[src/rtl/muldiv_sequencer_if.sv]
// muldiv_sequencer_if: request/response bundle for the multi-cycle
// M-extension multiply/divide sequencer.
//   start_valid/start_ready : request handshake; op, data1, data2 ride with it
//   flush                   : abort whatever is in flight
//   result/result_valid/result_err/result_ack : held response and its ack
//   busy                    : sequencer is anywhere but IDLE
// master = requester/consumer side, slave = sequencer side.
interface muldiv_sequencer_if;
    logic        start_valid;
    logic        start_ready;
    logic [4:0]  op;
    logic [31:0] data1;
    logic [31:0] data2;
    logic        flush;
    logic [31:0] result;
    logic        result_valid;
    logic        result_ack;
    logic        result_err;
    logic        busy;

    modport master (
        output start_valid, op, data1, data2, flush, result_ack,
        input  start_ready, result, result_valid, result_err, busy
    );

    modport slave (
        input  start_valid, op, data1, data2, flush, result_ack,
        output start_ready, result, result_valid, result_err, busy
    );
endinterface

[src/rtl/muldiv_sequencer.sv]
// muldiv_sequencer: multi-cycle RV32 M-extension unit.
//   MUL-class ops finish 2 edges after accept, DIV-class ops run a 32-step
//   restoring divider plus a sign-fix cycle (34 edges), illegal ops answer
//   with result 0 and result_err after 1 edge.
// Ports:
//   clk     : sole clock, rising edge
//   reset_n : asynchronous active-low reset
//   bus     : muldiv_sequencer_if.slave (handshake, operands, result, flush)
// Build option:
//   MULDIV_FASTPATH_EN : divide-by-zero and signed overflow skip the
//                        iterative divider and finish 2 edges after accept.
//
// state  | meaning
// IDLE   | waiting for a request, start_ready high
// MUL    | forming the 64-bit product, selecting low/high word
// DIV    | one restoring iteration per edge, 32 in total
// FIX    | applying signs and selecting quotient or remainder
// DONE   | result held valid until result_ack
module muldiv_sequencer (
    input  logic              clk,
    input  logic              reset_n,
    muldiv_sequencer_if.slave bus
);
    typedef enum logic [2:0] {S_IDLE, S_MUL, S_DIV, S_FIX, S_DONE} state_t;

    state_t      state, state_nxt;
    logic [1:0]  op_q;
    logic [31:0] a_q, b_q;
    logic [31:0] quo_q, rem_q;
    logic [31:0] result_q;
    logic        err_q;
    logic [5:0]  iter_cnt;

    logic        accept, op_legal, in_signed_div;
    logic [31:0] in_a_mag;
    logic        div_signed, rem_sel, a_neg, b_neg, b_zero;
    logic [31:0] b_mag;
    logic [63:0] a_ext, b_ext, prod;
    logic [32:0] rem_sh, diff;
    logic [31:0] quo_s, rem_s, fix_result;
`ifdef MULDIV_FASTPATH_EN
    logic        div_special;
    logic [31:0] special_result;
`endif

    assign bus.start_ready  = (state == S_IDLE) && reset_n;
    assign bus.busy         = (state != S_IDLE);
    assign bus.result_valid = (state == S_DONE);
    assign bus.result       = result_q;
    assign bus.result_err   = err_q;

    assign accept        = bus.start_valid && bus.start_ready && !bus.flush;
    assign op_legal      = (bus.op[4:3] == 2'b01);
    assign in_signed_div = bus.op[2] && !bus.op[0];
    // The shift register that becomes the quotient starts as the dividend magnitude.
    assign in_a_mag      = (in_signed_div && bus.data1[31]) ? -bus.data1 : bus.data1;

    // op_q[1:0] for div: 00 DIV, 01 DIVU, 10 REM, 11 REMU
    assign div_signed = !op_q[0];
    assign rem_sel    = op_q[1];
    assign a_neg      = div_signed && a_q[31];
    assign b_neg      = div_signed && b_q[31];
    assign b_zero     = (b_q == 32'd0);
    assign b_mag      = b_neg ? -b_q : b_q;

    // op_q[1:0] for mul: 00 MUL, 01 MULH, 10 MULHU, 11 MULHSU
    assign a_ext = {{32{a_q[31] && (op_q != 2'b10)}}, a_q};
    assign b_ext = {{32{b_q[31] && !op_q[1]}}, b_q};
    assign prod  = a_ext * b_ext;

    assign rem_sh = {rem_q, quo_q[31]};
    assign diff   = rem_sh - {1'b0, b_mag};

    // Sign fix-up; divide by zero must report all-ones regardless of dividend sign.
    assign quo_s      = b_zero ? 32'hFFFF_FFFF : ((a_neg ^ b_neg) ? -quo_q : quo_q);
    assign rem_s      = a_neg ? -rem_q : rem_q;
    assign fix_result = rem_sel ? rem_s : quo_s;

`ifdef MULDIV_FASTPATH_EN
    assign div_special    = b_zero || (div_signed && (a_q == 32'h8000_0000) && (b_q == 32'hFFFF_FFFF));
    assign special_result = rem_sel ? (b_zero ? a_q : 32'd0)
                                    : (b_zero ? 32'hFFFF_FFFF : 32'h8000_0000);
`endif

    always_ff @(posedge clk or negedge reset_n) begin
        if (!reset_n) state <= S_IDLE;
        else          state <= state_nxt;
    end

    always_comb begin
        state_nxt = state;
        case (state)
            S_IDLE: begin
                if (accept) begin
                    if (!op_legal)      state_nxt = S_DONE;
                    else if (bus.op[2]) state_nxt = S_DIV;
                    else                state_nxt = S_MUL;
                end
            end
            S_MUL: state_nxt = S_DONE;
            S_DIV: begin
`ifdef MULDIV_FASTPATH_EN
                if (iter_cnt == 6'd32 && div_special) state_nxt = S_DONE;
                else
`endif
                if (iter_cnt == 6'd1) state_nxt = S_FIX;
            end
            S_FIX:  state_nxt = S_DONE;
            S_DONE: if (bus.result_ack) state_nxt = S_IDLE;
            default: state_nxt = S_IDLE;
        endcase
        if (bus.flush) state_nxt = S_IDLE;
    end

    always_ff @(posedge clk or negedge reset_n) begin
        if (!reset_n) begin
            op_q     <= 2'd0;
            a_q      <= 32'd0;
            b_q      <= 32'd0;
            quo_q    <= 32'd0;
            rem_q    <= 32'd0;
            result_q <= 32'd0;
            err_q    <= 1'b0;
            iter_cnt <= 6'd0;
        end else if (bus.flush) begin
            err_q    <= 1'b0;
            iter_cnt <= 6'd0;
        end else begin
            case (state)
                S_IDLE: begin
                    if (accept) begin
                        op_q     <= bus.op[1:0];
                        a_q      <= bus.data1;
                        b_q      <= bus.data2;
                        quo_q    <= in_a_mag;
                        rem_q    <= 32'd0;
                        iter_cnt <= 6'd32;
                        if (!op_legal) begin
                            result_q <= 32'd0;
                            err_q    <= 1'b1;
                        end
                    end
                end
                S_MUL: result_q <= (op_q == 2'b00) ? prod[31:0] : prod[63:32];
                S_DIV: begin
                    iter_cnt <= iter_cnt - 6'd1;
                    if (!diff[32]) begin
                        rem_q <= diff[31:0];
                        quo_q <= {quo_q[30:0], 1'b1};
                    end else begin
                        rem_q <= rem_sh[31:0];
                        quo_q <= {quo_q[30:0], 1'b0};
                    end
`ifdef MULDIV_FASTPATH_EN
                    if (iter_cnt == 6'd32 && div_special) result_q <= special_result;
`endif
                end
                S_FIX:  result_q <= fix_result;
                S_DONE: if (bus.result_ack) err_q <= 1'b0;
                default: ;
            endcase
        end
    end
endmodule

[src/flat_wrapper.sv]
// flat-port wrapper written by rule: the top's interface ports become plain ports
module muldiv_sequencer_flat 
  (clk, reset_n, bus_start_valid, bus_op, bus_data1, bus_data2, bus_flush, bus_result_ack, bus_start_ready, bus_result, bus_result_valid, bus_result_err, bus_busy);
  muldiv_sequencer_if bus_i ();
  input  logic clk;
  input  logic reset_n;
  input wire logic [$bits(bus_i.start_valid)-1:0] bus_start_valid;
  input wire logic [$bits(bus_i.op)-1:0] bus_op;
  input wire logic [$bits(bus_i.data1)-1:0] bus_data1;
  input wire logic [$bits(bus_i.data2)-1:0] bus_data2;
  input wire logic [$bits(bus_i.flush)-1:0] bus_flush;
  input wire logic [$bits(bus_i.result_ack)-1:0] bus_result_ack;
  output wire logic [$bits(bus_i.start_ready)-1:0] bus_start_ready;
  output wire logic [$bits(bus_i.result)-1:0] bus_result;
  output wire logic [$bits(bus_i.result_valid)-1:0] bus_result_valid;
  output wire logic [$bits(bus_i.result_err)-1:0] bus_result_err;
  output wire logic [$bits(bus_i.busy)-1:0] bus_busy;
  assign bus_i.start_valid = bus_start_valid;
  assign bus_i.op = bus_op;
  assign bus_i.data1 = bus_data1;
  assign bus_i.data2 = bus_data2;
  assign bus_i.flush = bus_flush;
  assign bus_i.result_ack = bus_result_ack;
  assign bus_start_ready = bus_i.start_ready;
  assign bus_result = bus_i.result;
  assign bus_result_valid = bus_i.result_valid;
  assign bus_result_err = bus_i.result_err;
  assign bus_busy = bus_i.busy;
  muldiv_sequencer u_core (.clk(clk), .reset_n(reset_n), .bus(bus_i));
endmodule
[config.mk]
export PLATFORM = sky130hd
export DESIGN_NAME = muldiv_sequencer_flat
export DESIGN_NICKNAME = d
export VERILOG_FILES = /design/src/rtl/muldiv_sequencer_if.sv /design/src/rtl/muldiv_sequencer.sv /design/src/flat_wrapper.sv
export SDC_FILE = /design/constraint.sdc
export NUM_CORES = 2
export LEC_CHECK = 0
export ABC_AREA = 1
export CORE_UTILIZATION = 65
export CTS_CLUSTER_SIZE = 24
export DETAILED_ROUTE_END_ITERATION = 8
export MAX_ROUTING_LAYER = met4
export PLACE_DENSITY_LB_ADDON = 0.1
export SLEW_MARGIN = 20
export SYNTH_ARGS = -nofsm -noshare
export SYNTH_HDL_FRONTEND = slang
export SYNTH_SLANG_ARGS = --single-unit
[constraint.sdc]
create_clock -name clk -period 20.1 [get_ports clk]
set_input_delay 4.02 -clock clk [delete_from_list [all_inputs] [get_ports clk]]
set_output_delay 4.02 -clock clk [all_outputs]
set_load 0.05 [all_outputs]
==> results <==
- The combined global-route utilization of all metal layers is 0.450.
- Timing would allow up to 102 MHz.
- The number of failing setup endpoints in the final timing report is 0.
- The clock transition at the register clock pins on the worst setup and hold paths after CTS is 0.08 ns.
- The placeable core region is 80900 um2.
- The final standard cell utilization of the core is 0.689.
- The period utilization is 0.486.
- The routed length on met2 is 81.7 mm.
- The final-report max-slew violation count is 0.
- The die width is 289 um.
- Setup slack on the worst reg-to-reg path comes out at 10.32 ns.
- In the layout the commonest cells are nand2_1, inv_1, fa_1.
- Tracing the worst setup path back leads to its startpoint at u_core.op_q[0]$_DFFE_PN0P_.
- The cell count after synthesis came out at 7181.
- The number of nets in the synthesized netlist is 8631.
- The post-detailed-route wirelength per cell is 21.4 um.
- The detailed-route wire length on metal 1 is 63.2 mm.
- In the post-route analysis, the smallest setup slack over all paths is 10.32 ns.
- The pre-CTS worst setup slack is 10.49 ns.
- The average instance area after synthesis is 7.44 um2.
- In this run the worst hold path is classified as reg2reg.
- The number of clock buffers inserted by TritonCTS is 17.
- The startpoint type of the worst setup path is a register.
- The cts-stage hold buffer count is 0.
- After detailed routing, the number of vias per cell comes to 5.79.
- On the worst path, the slowest cell contributes a delay of 0.82 ns.
- The H-tree was split into 4 levels.
- The run finished with clean final reports.
- The worst clock skew on the final layout is 0.0120 ns.
- The most frequent standard cell in the layout excluding fill and tap cells is nand2_1.
- The worst reg2reg path startpoint is u_core.op_q[0]$_DFFE_PN0P_.
- In the final layout, the multi-input gates occupy 40800 um2.
- The number of global-route vias before repair was 49300.
- The TritonCTS clock tree is built.
- The die is 289 um tall.
- The post-detailed-route DRC marker count is 0.
- For this run, the number of Yosys warnings is 0.
- In the synthesized netlist the async set-or-reset flop fraction comes to 1.00.
- The post-route setup TNS is 0 ns.
- Summing over every cut layer, the via total after detailed routing is 47100.
- The number of antenna violations at the first check in global routing came to 4.
- The startpoint identified for the worst hold timing path is u_core.a_q[8]$_DFFE_PN0P_.
- The count of cells resized by post-cts repair is 0.
- The transition at the pin with the smallest max-transition slack is 1.11 ns.
- Entering global routing, the biggest net connects 81 pins.
- The flip-flop and latch count after synthesis is 172.
- The wire-length estimate of the detail-placed layout is 141 mm.
- For the worst setup path, the data arrival time is 10.18 ns.
- The worst setup path category is reg2reg.
- The initial core utilization is 0.660.
- In this run, synthesis inferred 0 flip-flops with an integrated enable.
- The die covers 83400 um2.
- The relative slew slack is 0.262.
- The sequential area share after synthesis is 0.0805.
- The number of violations reported at the end of detailed-routing iteration 0 is 4350.
- Buffers placed on the I/O ports in this run total 109.
- The floorplan has 104 rows.
- The worst setup path is captured at a register.
- The prevailing post-synth register cell is dfrtp_1.
- The total overflow reported by the global router is 0.
- Wire segments on met3 add up to 17.0 mm in the final route.
- The reported max-cap violation count is 0.
- The tree is rooted in a clkbuf_16.
- The count of antenna-violating nets left after detailed routing is 0.
- The number of hold violations in the final report is 0.
- Setup repair after global routing left no endpoint under its margin.
- Along the worst path, the maximum fanout reaches 18.
- 110 I/O pins were placed.
- In this run the post-CTS setup repair buffer count came out at 0.
- The wire length reported by the detailed router is 174 mm.
- The topmost layer with routed signal wires is met4.
- The routability-driven placement congestion ratio is 1.07.
- The first TritonRoute pass finished after 7 iterations.
- The number of nets in the finished design is 8505.
- STA puts the critical path data required time at 20.50 ns.
- Clock latency on the worst-skew pair, taken at its later pin, is 0.48 ns.
- After filler insertion, the fill cell instance count of the layout stands at 6579.
- The maximum root-to-sink buffer count is 2.
- The post-synthesis cell area is 53400 um2.
- The first global-routing pass estimated 273 mm of wire.
- From synthesis to final layout, the design area changed by 4.29%.
- The sequential cells in the finished layout cover a total of 4310 um2.
- Synthesis instantiated 50 different standard cells from the library.
- In the final layout, the share of cells above drive strength 1 is 0.0267.
- The worst-path cell with the longest stage delay is nand2_1.
- Counting I/O delays and the setup requirement, the final critical path takes 9.78 ns.
- The number of sinks on the clock net is 172.
[path summary, 6_finish.rpt]
kind / end / depth (start not counted)
min in group asynchronous: u_core.quo_q[21]$_DFFE_PN0P_ / 1
worst min-delay path: u_core.a_q[8]$_DFFE_PN0P_ / 2
worst max-delay path: u_core.bus.result[24]$_DFFE_PN0P_ / 29
worst max register to register: u_core.bus.result[24]$_DFFE_PN0P_ / 29
worst min register to register: u_core.a_q[8]$_DFFE_PN0P_ / 2
max in group asynchronous: u_core.b_q[2]$_DFFE_PN0P_ / 3
[stage by stage]
step | hold slack, ns | area (um2) | cells
3_5_place_dp | 0.467 | 55100 | 8096
5_1_grt | 0.515 | 55700 | 8131
4_1_cts | 0.488 | 55700 | 8128
3_3_place_gp | 0.466 | 55100 | 8096
6_report | 0.491 | 55700 | 8131
2_1_floorplan | 0.477 | 53400 | 7181
[layout make-up]
cell class | instances | share of cell area
Sequential cell | 172 | 0.0774
Clock inverter | 15 | 0.00305
Antenna cell | 3 | 0.000135
Timing Repair Buffer | 188 | 0.0303
Tap cell | 1060 | 0.0238
Multi-Input combinational cell | 4798 | 0.731
Inverter | 1878 | 0.126
Clock buffer | 17 | 0.00763
[state kept, by name, summed over array words and instances, names as in the netlist]
signal / cells
u_core.rem_q: 32
u_core.quo_q: 32
u_core.op_q: 2
u_core.bus.result_err: 1
u_core.b_q: 32
u_core.bus.result: 32
u_core.a_q: 32
u_core.state: 3
u_core.iter_cnt: 6
[critical path, delay by kind of cell, from the launching register on]
kind / cells / cell delay [ns]
buf+inv: 6 / 1.47
flops: 1 / 0.51
simple gates: 13 / 2.69
compound gates: 1 / 0.17
fa+ha+maj: 9 / 4.85
[logic make-up after synthesis]
| group | synth area share |
|---|---|
| adders and majority gates | 0.480 |
| xor gates and xnor gates | 0.0152 |
| DFF | 0.0805 |
| AOI/OAI and AO/OA | 0.0622 |
| and+or+nand+nor | 0.204 |
| buffers and inverters | 0.157 |
[routing by layer]
layer | global-route usage | up-vias
met4 | 0.263 | 0
li1 | - | 20600
met3 | 0.0974 | 772
met2 | 0.705 | 2854
met5 | - | -
met1 | 0.537 | 22900
[cell usage after synthesis (5+ instances only)]
| cell type | number | area [um2] |
|---|---|---|
| nor2_2 | 11 | 68.8 |
| buf_2 | 33 | 165 |
| o21ai_2 | 5 | 43.8 |
| a21o_1 | 10 | 75.1 |
| nand4_1 | 43 | 269 |
| o21ai_1 | 9 | 45.0 |
| clkbuf_1 | 258 | 968 |
| o31ai_1 | 6 | 45.0 |
| nor4_1 | 6 | 37.5 |
| o21bai_1 | 21 | 158 |
| o211ai_1 | 12 | 90.1 |
| o21a_1 | 5 | 37.5 |
| a21oi_1 | 244 | 1220 |
| dfrtp_1 | 172 | 4300 |
| buf_1 | 34 | 128 |
| a31oi_1 | 16 | 100 |
| fa_1 | 1126 | 22500 |
| or2_2 | 14 | 87.6 |
| nand3b_1 | 7 | 52.6 |
| xnor2_1 | 24 | 210 |
| a211oi_1 | 6 | 45.0 |
| nor3_1 | 54 | 270 |
| inv_2 | 12 | 45.0 |
| buf_6 | 7 | 78.8 |
| inv_1 | 1863 | 6990 |
| ha_1 | 250 | 3130 |
| nand2_2 | 7 | 43.8 |
| o221ai_1 | 5 | 43.8 |
| o21ai_0 | 266 | 1330 |
| nor2_1 | 411 | 1540 |
| xor2_1 | 69 | 604 |
| nand2_1 | 1881 | 7060 |
| nand3_1 | 256 | 1280 |
Power is not shown: default switching activity piles up to over one toggle a cycle in this logic, so the estimate is an artifact.
